## config.mk

```make
export PLATFORM = sky130hd
export DESIGN_NAME = time_set_ctrl
export DESIGN_NICKNAME = d
export VERILOG_FILES = /design/src/rtl/time_set_ctrl.sv
export SDC_FILE = /design/constraint.sdc
export NUM_CORES = 1
export LEC_CHECK = 0
export BUFFER_PORTS_ARGS = -buffer_cell sky130_fd_sc_hd__buf_2
export CAP_MARGIN = 20
export CORE_MARGIN = 2
export CORE_UTILIZATION = 35
export CTS_CLUSTER_SIZE = 30
export DETAILED_ROUTE_END_ITERATION = 6
export PLACE_DENSITY = 0.57
export SYNTH_ARGS = -nofsm -noshare
export SYNTH_HDL_FRONTEND = slang
export SYNTH_SLANG_ARGS = --single-unit
export TNS_END_PERCENT = 50
```

## constraint.sdc

```tcl
create_clock -name clk -period 3.5 [get_ports clk]
set_input_delay 0.525 -clock clk [delete_from_list [all_inputs] [get_ports clk]]
set_output_delay 0.525 -clock clk [all_outputs]
set_load 0.02 [all_outputs]
```

## src/rtl/time_set_ctrl.sv

```systemverilog
// Push-button time-set controller: debounced mode/up/down buttons drive a RUN/SET_HOUR/SET_MIN
// FSM that emits one-clock adjust pulses. Define TIME_SET_AUTO_REPEAT_EN to enable held-button auto-repeat.
module time_set_ctrl #(
    parameter int DB_CYCLES      = 4,
    parameter int RPT_DELAY      = 32,
    parameter int RPT_PERIOD     = 8,
    parameter int TIMEOUT_CYCLES = 1024
) (
    input  logic       clk,
    input  logic       reset,
    input  logic       btn_mode,
    input  logic       btn_up,
    input  logic       btn_down,
    output logic       min_inc,
    output logic       min_dec,
    output logic       hour_inc,
    output logic       hour_dec,
    output logic [1:0] set_mode,
    output logic       clock_hold
);
    localparam logic [1:0] ST_RUN  = 2'b00;
    localparam logic [1:0] ST_HOUR = 2'b01;
    localparam logic [1:0] ST_MIN  = 2'b10;

    localparam int B_MODE = 0;
    localparam int B_UP   = 1;
    localparam int B_DN   = 2;

    localparam int CW = $clog2(DB_CYCLES + 1);
    localparam logic [CW-1:0] DB_LAST = CW'(DB_CYCLES - 1);
    localparam int IW = $clog2(TIMEOUT_CYCLES + 1);
    localparam logic [IW-1:0] IDLE_LAST = IW'(TIMEOUT_CYCLES - 1);

    logic [2:0]    w_btn;
    logic [2:0]    r_sync1, r_sync2, r_db, r_db_q;
    logic [CW-1:0] r_db_cnt [3];
    logic [2:0]    w_press;
    logic [1:0]    r_state, w_state_nxt;
    logic [IW-1:0] r_idle;
    logic          w_both, w_timeout, w_rpt_fire, w_adj_en, w_do_up, w_do_dn;
    logic          r_min_inc, r_min_dec, r_hour_inc, r_hour_dec;

    assign w_btn = {btn_down, btn_up, btn_mode};

    // Debounced levels and their history reset high: a button held through reset
    // must be seen released before it can generate a rising-edge press.
    always_ff @(posedge clk) begin
        if (reset) begin
            r_sync1 <= '0;
            r_sync2 <= '0;
            r_db    <= '1;
            r_db_q  <= '1;
            for (int i = 0; i < 3; i++) r_db_cnt[i] <= '0;
        end else begin
            r_sync1 <= w_btn;
            r_sync2 <= r_sync1;
            r_db_q  <= r_db;
            for (int i = 0; i < 3; i++) begin
                if (r_sync2[i] == r_db[i]) begin
                    r_db_cnt[i] <= '0;
                end else if (r_db_cnt[i] == DB_LAST) begin
                    r_db[i]     <= r_sync2[i];
                    r_db_cnt[i] <= '0;
                end else begin
                    r_db_cnt[i] <= r_db_cnt[i] + 1'b1;
                end
            end
        end
    end

    assign w_press   = r_db & ~r_db_q;
    assign w_both    = r_db[B_UP] & r_db[B_DN];
    assign w_timeout = (r_state != ST_RUN) && (r_idle == IDLE_LAST) && (w_press == 3'b000);
    assign w_adj_en  = (r_state != ST_RUN) && !w_press[B_MODE] && !w_timeout && !w_both;
    assign w_do_up   = w_adj_en && (w_press[B_UP] || (w_rpt_fire && r_db[B_UP]));
    assign w_do_dn   = w_adj_en && (w_press[B_DN] || (w_rpt_fire && r_db[B_DN]));

    always_comb begin
        w_state_nxt = ST_RUN;
        case (r_state)
            ST_RUN:  w_state_nxt = ST_HOUR;
            ST_HOUR: w_state_nxt = ST_MIN;
            default: w_state_nxt = ST_RUN;
        endcase
    end

    always_ff @(posedge clk) begin
        if (reset) begin
            r_state    <= ST_RUN;
            r_idle     <= '0;
            r_min_inc  <= 1'b0;
            r_min_dec  <= 1'b0;
            r_hour_inc <= 1'b0;
            r_hour_dec <= 1'b0;
        end else begin
            if (w_press[B_MODE]) begin
                r_state <= w_state_nxt;
                r_idle  <= '0;
            end else if (w_timeout) begin
                r_state <= ST_RUN;
                r_idle  <= '0;
            end else if (r_state == ST_RUN || w_press != 3'b000) begin
                r_idle <= '0;
            end else begin
                r_idle <= r_idle + 1'b1;
            end
            r_hour_inc <= w_do_up && (r_state == ST_HOUR);
            r_hour_dec <= w_do_dn && (r_state == ST_HOUR);
            r_min_inc  <= w_do_up && (r_state == ST_MIN);
            r_min_dec  <= w_do_dn && (r_state == ST_MIN);
        end
    end

`ifdef TIME_SET_AUTO_REPEAT_EN
    localparam int RW = $clog2(RPT_DELAY + 1);
    localparam logic [RW-1:0] RPT_FIRE   = RW'(RPT_DELAY);
    localparam logic [RW-1:0] RPT_RELOAD = RW'(RPT_DELAY - RPT_PERIOD + 1);

    // r_rpt counts clocks since the last pulse of the held button; zero means idle.
    logic [RW-1:0] r_rpt;
    assign w_rpt_fire = (r_rpt == RPT_FIRE);

    always_ff @(posedge clk) begin
        if (reset || w_press[B_MODE] || w_timeout || r_state == ST_RUN || w_both ||
            !(r_db[B_UP] || r_db[B_DN])) begin
            r_rpt <= '0;
        end else if (w_press[B_UP] || w_press[B_DN]) begin
            r_rpt <= RW'(1);
        end else if (w_rpt_fire) begin
            r_rpt <= RPT_RELOAD;
        end else if (r_rpt != '0) begin
            r_rpt <= r_rpt + 1'b1;
        end
    end
`else
    assign w_rpt_fire = 1'b0;
`endif

    assign min_inc    = r_min_inc;
    assign min_dec    = r_min_dec;
    assign hour_inc   = r_hour_inc;
    assign hour_dec   = r_hour_dec;
    assign set_mode   = r_state;
    assign clock_hold = (r_state != ST_RUN);
endmodule

```

==> run metrics, run 1 <==
total wire length 2500 um; worst-margin pin slew 0.644 ns; Sink Count 38; Worst-path clk slew 0.07 ns; First-pass DRT Iterations 4; Hold Crit Class flip-flop to flip-flop; critical path class flip-flop to flip-flop; layout cells sized above 1 17.3%; num rows 24; outcome complete, no violations; largest net degree at the start of global routing 19; Final period util 49.6%; DRC violation count after routing 0; Synth warnings 0; Startpoint Class flip-flop; vias in the first global route 1078; Clock Latency Late Sink 0.29 ns; routed vias 1103; CTS-repair resized insts 0; Final setup viols 0; post-CTS setup buffers 0; first-pass GRT wire length 4530 um; Post-Route Skew 0.00739 ns; CTS tree done; final RePlAce weighted congestion 0.699; ANT nets after route 0; Worst IR Drop VDD 0.303 mV; Rel. slew slack 57.0%; area delta synth->final 14.4%; max_cap viols 0; Syn Area/Cell 11.0 um2; setup_tns 0 ns; initial antenna violation count 0; I/O pins 12; Die Y 71.5 um; register area share after synthesis 53.4%; crit path DAT 1.92 ns; core box area 4380 um2; Die W 71.5 um; fillers 429; number of hold violations in the final report 0; WP data required 3.69 ns; PortBufs 11; fin util 41.6%; clock root buffer clkbuf_8; Total GRT Usage 11.6%; hold path depth 1; Final Critical Period 1.73 ns; fmax 0.577 GHz; Die ar. 5110 um2; drt wl/cell 11.4 um; Initial Util 36.4%; Leak 0.000673 uW; H-tree depth 2; Worst setup EP type flip-flop; reg2reg path depth 4; unique cell type count in the Yosys netlist 34; Slew Viols, Final 0; flops & latches, synth 38; CTS max path bufs 2; pwr dens 459 nW/um2; initial drt markers 39; final net count 179; Cells after Synth 145; RSZ-0062 raised after global routing false; DR vias/cell 5.01; cts-stage hold buffer count 0; dpl hpwl 1790 um; Worst Path Max Fanout 6; Antenna Cells 0; CTS buffer count 5; Mapped Area 1590 um2; remaining global-route overflow 0
==> cells in the final DEF (no fill, tap or decap), types with 3 or more instances in the layout <==
master and instances:
xnor2_1 4, nand2_1 3, dfxtp_1 29, conb_1 9, nor2b_1 11, or2_2 3
a211o_1 3, nor4_1 9, clkbuf_8 6, ha_1 7, o31ai_1 3, nor2_1 10
edfxtp_1 9, nand2b_1 6, buf_2 11, or3_1 6, inv_1 8, nand3_1 4
==> sequential cells by signal (all words and copies together), names as in the netlist <==
name and cells:
r_idle 11, r_db_cnt 9, r_db 3, r_db_q 3, r_sync1 3, r_sync2 3, set_mode 2, hour_dec 1
hour_inc 1, min_dec 1, min_inc 1
==> Yosys cell counts, drive strengths merged <==
master,instances,area [um2]
inv,8,30.0
or3,6,37.5
o31ai,3,22.5
nor3,2,10.0
buf,3,21.3
or2,3,18.8
nor2b,11,68.8
a2111oi,5,77.6
conb,1,3.75
clkbuf,2,7.51
a211o,3,26.3
a211oi,2,15.0
nor4b,2,17.5
or4,3,26.3
nand2,3,11.3
xnor2,4,35.0
edfxtp,9,270
nor4,10,62.6
nand3,5,30.0
dfxtp,29,581
nor4bb,1,10.0
o21ai,2,10.0
mux2i,1,10.0
nand2b,6,37.5
ha,7,87.6
nand4,1,6.26
nor2,10,37.5
xor2,2,17.5
a21oi,1,5.00
==> worst max-delay path, cell delays in order, from the launching register on <==
cell and delay (ns):
dfxtp_1 0.40, ha_1 0.23, nand2_1 0.15, or4_1 0.50, a2111oi_2 0.35
==> where the power goes <==
| part | switching [uW] | leakage (uW) | internal, uW |
|---|---|---|---|
| clock network | 152 | 0.0000472 | 158 |
| logic | 29.4 | 0.000298 | 22.1 |
| registers | 9.10 | 0.000328 | 467 |
==> cell type report <==
type                            count  area (um2)  share of cell area [%]
Timing Repair Buffer               12        62.6                    3.43
Multi-Input combinational cell    102         721                    39.5
Clock inverter                      2        12.5                   0.686
Sequential cell                    38         851                    46.6
Tap cell                           52        65.1                    3.57
Inverter                            8        30.0                    1.65
Clock buffer                        6        82.6                    4.53
==> cell families after synthesis <==
logic type	synth area share [%]
AO/OA/AOI/OAI	9.81
XOR/XNOR	3.30
adder cells (fa/ha/maj)	5.49
buffers and inverters	3.69
flip-flops	53.4
multiplexers	0.628
other	0.235
AND/OR/NAND/NOR	23.5
==> per-layer routing <==
metal / global-route usage [%] / part of all wire (%) / up-vias
met5: 0 / 0 / -
met4: 7.55 / 2.8 / 0
met3: 4.08 / 3.8 / 5
met2: 19.1 / 49 / 15
met1: 12.5 / 44 / 523
li1: - / - / 560
==> through the flow <==
| step | std cells | total power [uW] | worst slack [ns] | hold slack, ns | instance area (um2) |
|---|---|---|---|---|---|
| after floorplan | 153 | 525 | 1.90 | 0.414 | 1620 |
| after global placement | 212 | 535 | 1.79 | 0.427 | 1730 |
| after detailed placement | 212 | 539 | 1.65 | 0.428 | 1730 |
| after CTS | 220 | 851 | 1.76 | 0.438 | 1820 |
| after global routing | 220 | 883 | 1.64 | 0.436 | 1820 |
| final | 220 | 838 | 1.77 | 0.440 | 1820 |
==> worst paths after layout <==
kind	end	start	slack, ns
min	r_sync2[2]	r_sync1[2]	0.44
max	r_idle[8]	r_idle[0]	1.77
min reg2reg	r_sync2[2]	r_sync1[2]	0.44
max reg2reg	r_idle[8]	r_idle[0]	1.77
Note: power is estimated with default switching activity, not from simulation.
==> run 2, diff against run 1 <==
==> constraint.sdc (replaced) <==
create_clock -name clk -period 1.6 [get_ports clk]
set_input_delay 0.24 -clock clk [delete_from_list [all_inputs] [get_ports clk]]
set_output_delay 0.24 -clock clk [all_outputs]
set_load 0.02 [all_outputs]
==> run metrics, run 2 (same netlist as run 1, synthesis figures left out) <==
initial drt markers 23 (-41%); hold path depth 2 (+1); max incr delay on CP 0.53 ns (+0.03 ns); clock root buffer clkbuf_8; Largest Register r_idle; area delta synth->final 22.4%; critical path class flip-flop to flip-flop; placed cell area 1830 um2 (+6.1%); Worst IR Drop VDD 0.497 mV (+64%); max FFs per register 11 (unchanged); multi-input logic area 757 um2 (+5.0%); Hold Crit Endpoint r_sync1[2]; dpl hpwl 2010 um (+12%); post-route cell area 1950 um2 (+6.9%); pwr dens 909 nW/um2 (+98%); CTS max path bufs 2 (unchanged); sequential cell area 852 um2 (+0.15%); Slew Viols, Final 0 (unchanged); fmax 0.656 GHz (+14%); largest net degree at the start of global routing 16 (-3); Top Registers r_idle x11, r_db_cnt x9; layout cells sized above 1 26.0% (+8.7 points); CP max-delay cell or4_1; cells along the critical path nand3_4 > or4_1 > a2111oi_2; RR Endpoint r_idle[9]; setup_tns 0 ns (unchanged); I/O pins 12 (unchanged); remaining global-route overflow 0 (unchanged); CTS tree done; Post-Route Skew 0.00337 ns (-0.00402 ns); Worst-path clk slew 0.07 ns (about the same); Clock Latency Late Sink 0.28 ns (about the same); most frequent cells in the layout dfxtp_1 (28), buf_4 (15), nor2b_1 (11), buf_2 (11), nor2_1 (10); core box area 4380 um2 (unchanged); Die Y 71.5 um (unchanged); Antenna Cells 0 (unchanged); reg2reg path depth 3 (-1); Final setup viols 0 (unchanged); Startpoint Class flip-flop; outcome complete, no violations; cts-stage hold buffer count 0 (unchanged); Leak 0.000739 uW (+9.7%); ANT nets after route 0 (unchanged); vias in the first global route 1167 (+8.3%); Final Critical Period 1.52 ns (-0.210 ns); final net count 193 (+7.8%); fillers 416 (-3.0%); total wire length 2790 um (+12%); Worst setup EP type flip-flop; max_cap viols 0 (unchanged); Sink Count 38 (unchanged); initial antenna violation count 0 (unchanged); PortBufs 11 (unchanged); first-pass GRT wire length 4660 um (+2.9%); Die ar. 5110 um2 (unchanged); hold_sp btn_down; Worst Path Max Fanout 6 (unchanged); Initial Util 36.4% (unchanged); final RePlAce weighted congestion 0.782 (+12%); Hold Crit Class input pin to flip-flop; num rows 24 (unchanged); DRC violation count after routing 0 (unchanged); commonest non-fill, non-tap cell in the layout dfxtp_1; number of hold violations in the final report 0 (unchanged); WP data required 1.78 ns (-1.91 ns); DR vias/cell 4.92 (-1.9%); Final period util 95.3% (+46 points); CTS buffer count 5 (unchanged); FF-to-FF Start r_idle[3]; R2R Setup Slk 0.08 ns (-1.69 ns); routed vias 1146 (+3.9%); First-pass DRT Iterations 4 (unchanged); drt wl/cell 12.0 um (+5.4%); crit path DAT 1.71 ns (-0.21 ns); H-tree depth 2 (unchanged); Die W 71.5 um (unchanged); total chip power 1770 uW (+110%); Total GRT Usage 11.9% (+0.30 points); post-CTS setup buffers 0 (unchanged)
==> run 2: worst max path at each step <==
stage | startpoint | end | slack, ns | depth (start not counted)
2_1_floorplan | r_idle[0] | r_idle[8] | 0.0005 | 4
3_3_place_gp | r_idle[0] | r_idle[8] | 0.08 | 4
3_5_place_dp | r_idle[0] | r_idle[6] | 0.02 | 5
4_1_cts | r_idle[3] | r_idle[6] | 0.03 | 4
5_1_grt | r_idle[0] | r_idle[6] | -0.03 | 5
6_report | r_idle[3] | r_idle[9] | 0.08 | 3
==> run 2: worst max-delay path: cells and delay by family (launching register included) <==
| family | cells | cell delay, ns |
|---|---|---|
| AO/OA/AOI/OAI | 1 | 0.36 |
| flip-flops | 1 | 0.41 |
| AND/OR/NAND/NOR | 2 | 0.65 |
==> run 2: what timing repair did <==
item,CTS,global route
setup endpoints to repair,1,2
pin swaps,0,2
gates resized for setup,1,6
==> run 2: layout make-up <==
type	count	share of cell area (%)
flip-flops and latches	38	43.7
multi-input cells	102	38.8
repair buffers	26	8.60
clock buffers	5	3.53
well taps	52	3.34
inverters	8	1.54
clock inverters	2	0.513
==> run 2: metal layers <==
metal	wire length, um	share of wire [%]	vias to the layer above	global-route usage [%]
met5	0	0	-	0
met2	1440	51	11	20.9
met3	84	3.0	4	4.36
li1	-	-	582	-
met1	1230	44	549	12.4
met4	47	1.7	0	5.87
==> run 2: stage by stage <==
| step | instances | hold slack [ns] | util (%) | setup WS [ns] |
|---|---|---|---|---|
| finish | 233 | 0.162 | 44.5 | 0.0755 |
| global route | 233 | 0.182 | 44.5 | -0.0264 |
| CTS | 233 | 0.153 | 43.7 | 0.0264 |
| detailed placement | 226 | 0.437 | 41.8 | 0.0236 |
| global placement | 226 | 0.432 | 41.8 | 0.0828 |
| floorplan | 153 | 0.312 | - | 0.000466 |
==> run 2: where the power goes <==
group          leakage, uW  internal (uW)  switching, uW  total, uW
clock network    0.0000438            292            310        602
registers         0.000328           1020           14.8       1040
logic             0.000367           61.9           73.4        135
total             0.000739           1380            398       1770
==> run 3, diff against run 2 <==
--- a/config.mk
+++ b/config.mk
@@ -5,13 +5,13 @@
 export SDC_FILE = /design/constraint.sdc
 export NUM_CORES = 1
 export LEC_CHECK = 0
-export BUFFER_PORTS_ARGS = -buffer_cell sky130_fd_sc_hd__buf_2
 export CAP_MARGIN = 20
 export CORE_MARGIN = 2
 export CORE_UTILIZATION = 35
 export CTS_CLUSTER_SIZE = 30
 export DETAILED_ROUTE_END_ITERATION = 6
-export PLACE_DENSITY = 0.57
+export DONT_BUFFER_PORTS = 1
+export PLACE_DENSITY = 0.55
 export SYNTH_ARGS = -nofsm -noshare
 export SYNTH_HDL_FRONTEND = slang
 export SYNTH_SLANG_ARGS = --single-unit
==> run metrics, run 3 (same netlist as run 1, synthesis figures left out) <==
outcome complete, no violations; critical path class flip-flop to flip-flop; CTS tree done; Post-Layout Cell Count 222 (-4.7%); final net count 181 (-6.2%); dpl hpwl 1870 um (-6.8%); total chip power 1870 uW (+5.3%); cells along the critical path ha_1 > nand2_1 > or4_1 > a2111oi_2; RSZ-0062 raised after global routing false; Rel. slew slack 63.3%; fin util 43.5% (-1.0 points); initial antenna violation count 0 (unchanged); max incr delay on CP 0.49 ns (-0.04 ns); area delta synth->final 19.5%; I/O pins 12 (unchanged); Inst Count DP 213 (-5.8%); WP data required 1.79 ns (about the same); largest net degree at the start of global routing 19 (+3); drt wl/cell 12.2 um (+1.6%); Worst Path Max Fanout 2 (-4); first-pass GRT wire length 4910 um (+5.5%); Final setup viols 0 (unchanged); final RePlAce weighted congestion 0.722 (-7.6%); crit path DAT 1.71 ns (about the same); most frequent cells in the layout dfxtp_1 (27), buf_4 (13), nor2b_1 (11), nor2_1 (10); Leak 0.000689 uW (-6.8%); remaining global-route overflow 0 (unchanged); CP max-delay cell or4_1; worst-margin pin slew 0.550 ns; CTS buffer count 5 (unchanged); Worst IR Drop VDD 0.618 mV (+24%); Die ar. 5110 um2 (unchanged); number of hold violations in the final report 0 (unchanged); total wire length 2710 um (-3.2%); Startpoint Class flip-flop; Top Registers r_idle x11, r_db_cnt x9; DR vias/cell 4.94 (+0.38%); Largest Register r_idle; Final period util 94.6% (-0.68 points); CTS max path bufs 2 (unchanged); Antenna Cells 0 (unchanged); ANT nets after route 0 (unchanged); Clock Latency Late Sink 0.29 ns (about the same); num rows 24 (unchanged); fmax 0.661 GHz (+0.72%); PortBufs 0 (-11); Initial Util 36.4% (unchanged); pwr dens 980 nW/um2 (+7.8%); routed vias 1096 (-4.4%); clock root buffer clkbuf_8; Total GRT Usage 12.3% (+0.46 points); commonest non-fill, non-tap cell in the layout dfxtp_1; initial drt markers 59 (+160%); Sink Count 38 (unchanged); max FFs per register 11 (unchanged); DRC violation count after routing 0 (unchanged); Die Y 71.5 um (unchanged); Hold Crit Class input pin to flip-flop; dpl ws 0.0556 ns (+0.0320 ns); Final Critical Period 1.51 ns (-0.0109 ns); layout cells sized above 1 19.4% (-6.6 points); vias in the first global route 1152 (-1.3%); max_cap viols 0 (unchanged); Worst-path clk slew 0.07 ns (about the same); R2R Setup Slk 0.09 ns (about the same); setup_tns 0 ns (unchanged); H-tree depth 2 (unchanged); First-pass DRT Iterations 4 (unchanged); Post-Route Skew 0.00248 ns (-0.000885 ns); core box area 4380 um2 (unchanged); Die W 71.5 um (unchanged); final setup margin 0.0864 ns (+0.0109 ns); Slew Viols, Final 0 (unchanged); Worst setup EP type flip-flop
## run 3: repair_timing
item | CTS | global route
resized for setup | 0 | 6
endpoints found under the hold margin | 0 | 1
setup endpoints to repair | 0 | 2
setup buffers | 0 | 0
hold buffers | 0 | 1
## run 3: worst max-delay path: cells and delay by family, from the launching register on
family          cells  cell delay (ns)
compound gates      1             0.35
flops               1             0.34
simple gates        2             0.56
fa+ha+maj           1             0.17
## run 3: power breakdown
group / total (uW) / switching [uW] / internal, uW / leakage [uW]
Clock: 709 / 323 / 387 / 0.0000519
Sequential: 1040 / 14.6 / 1020 / 0.000329
Combinational: 122 / 67.4 / 54.8 / 0.000308
## run 3: stage by stage
step	hold slack, ns	instance area, um2
4_1_cts	0.00371	1860
5_1_grt	0.00103	1910
6_report	0.0131	1910
3_3_place_gp	0.314	1760
2_1_floorplan	0.312	1620
3_5_place_dp	0.316	1760
## run 3: cell type report
class	instances	area, um2
clock buffer	7	96.3
clock inverter	1	3.75
fill	410	2480
inverter	8	30.0
multi-input combinational	102	749
sequential	38	853
tap	52	65.1
timing repair buffer	14	108
## run 3: metal layers
layer | global-route usage, % | vias up | share of wire [%]
met5 | 0 | - | 0
met4 | 3.77 | 0 | 1.5
met3 | 6.05 | 6 | 4.5
met2 | 19.4 | 13 | 49
met1 | 14.8 | 516 | 45
li1 | - | 561 | -
## run 3: final timing paths
check	startpoint	to	depth (start not counted)
max	r_idle[1]	r_idle[8]	4
min	reset	r_sync2[1]	1
max reg2reg	r_idle[1]	r_idle[8]	4
min reg2reg	r_sync1[1]	r_sync2[1]	1
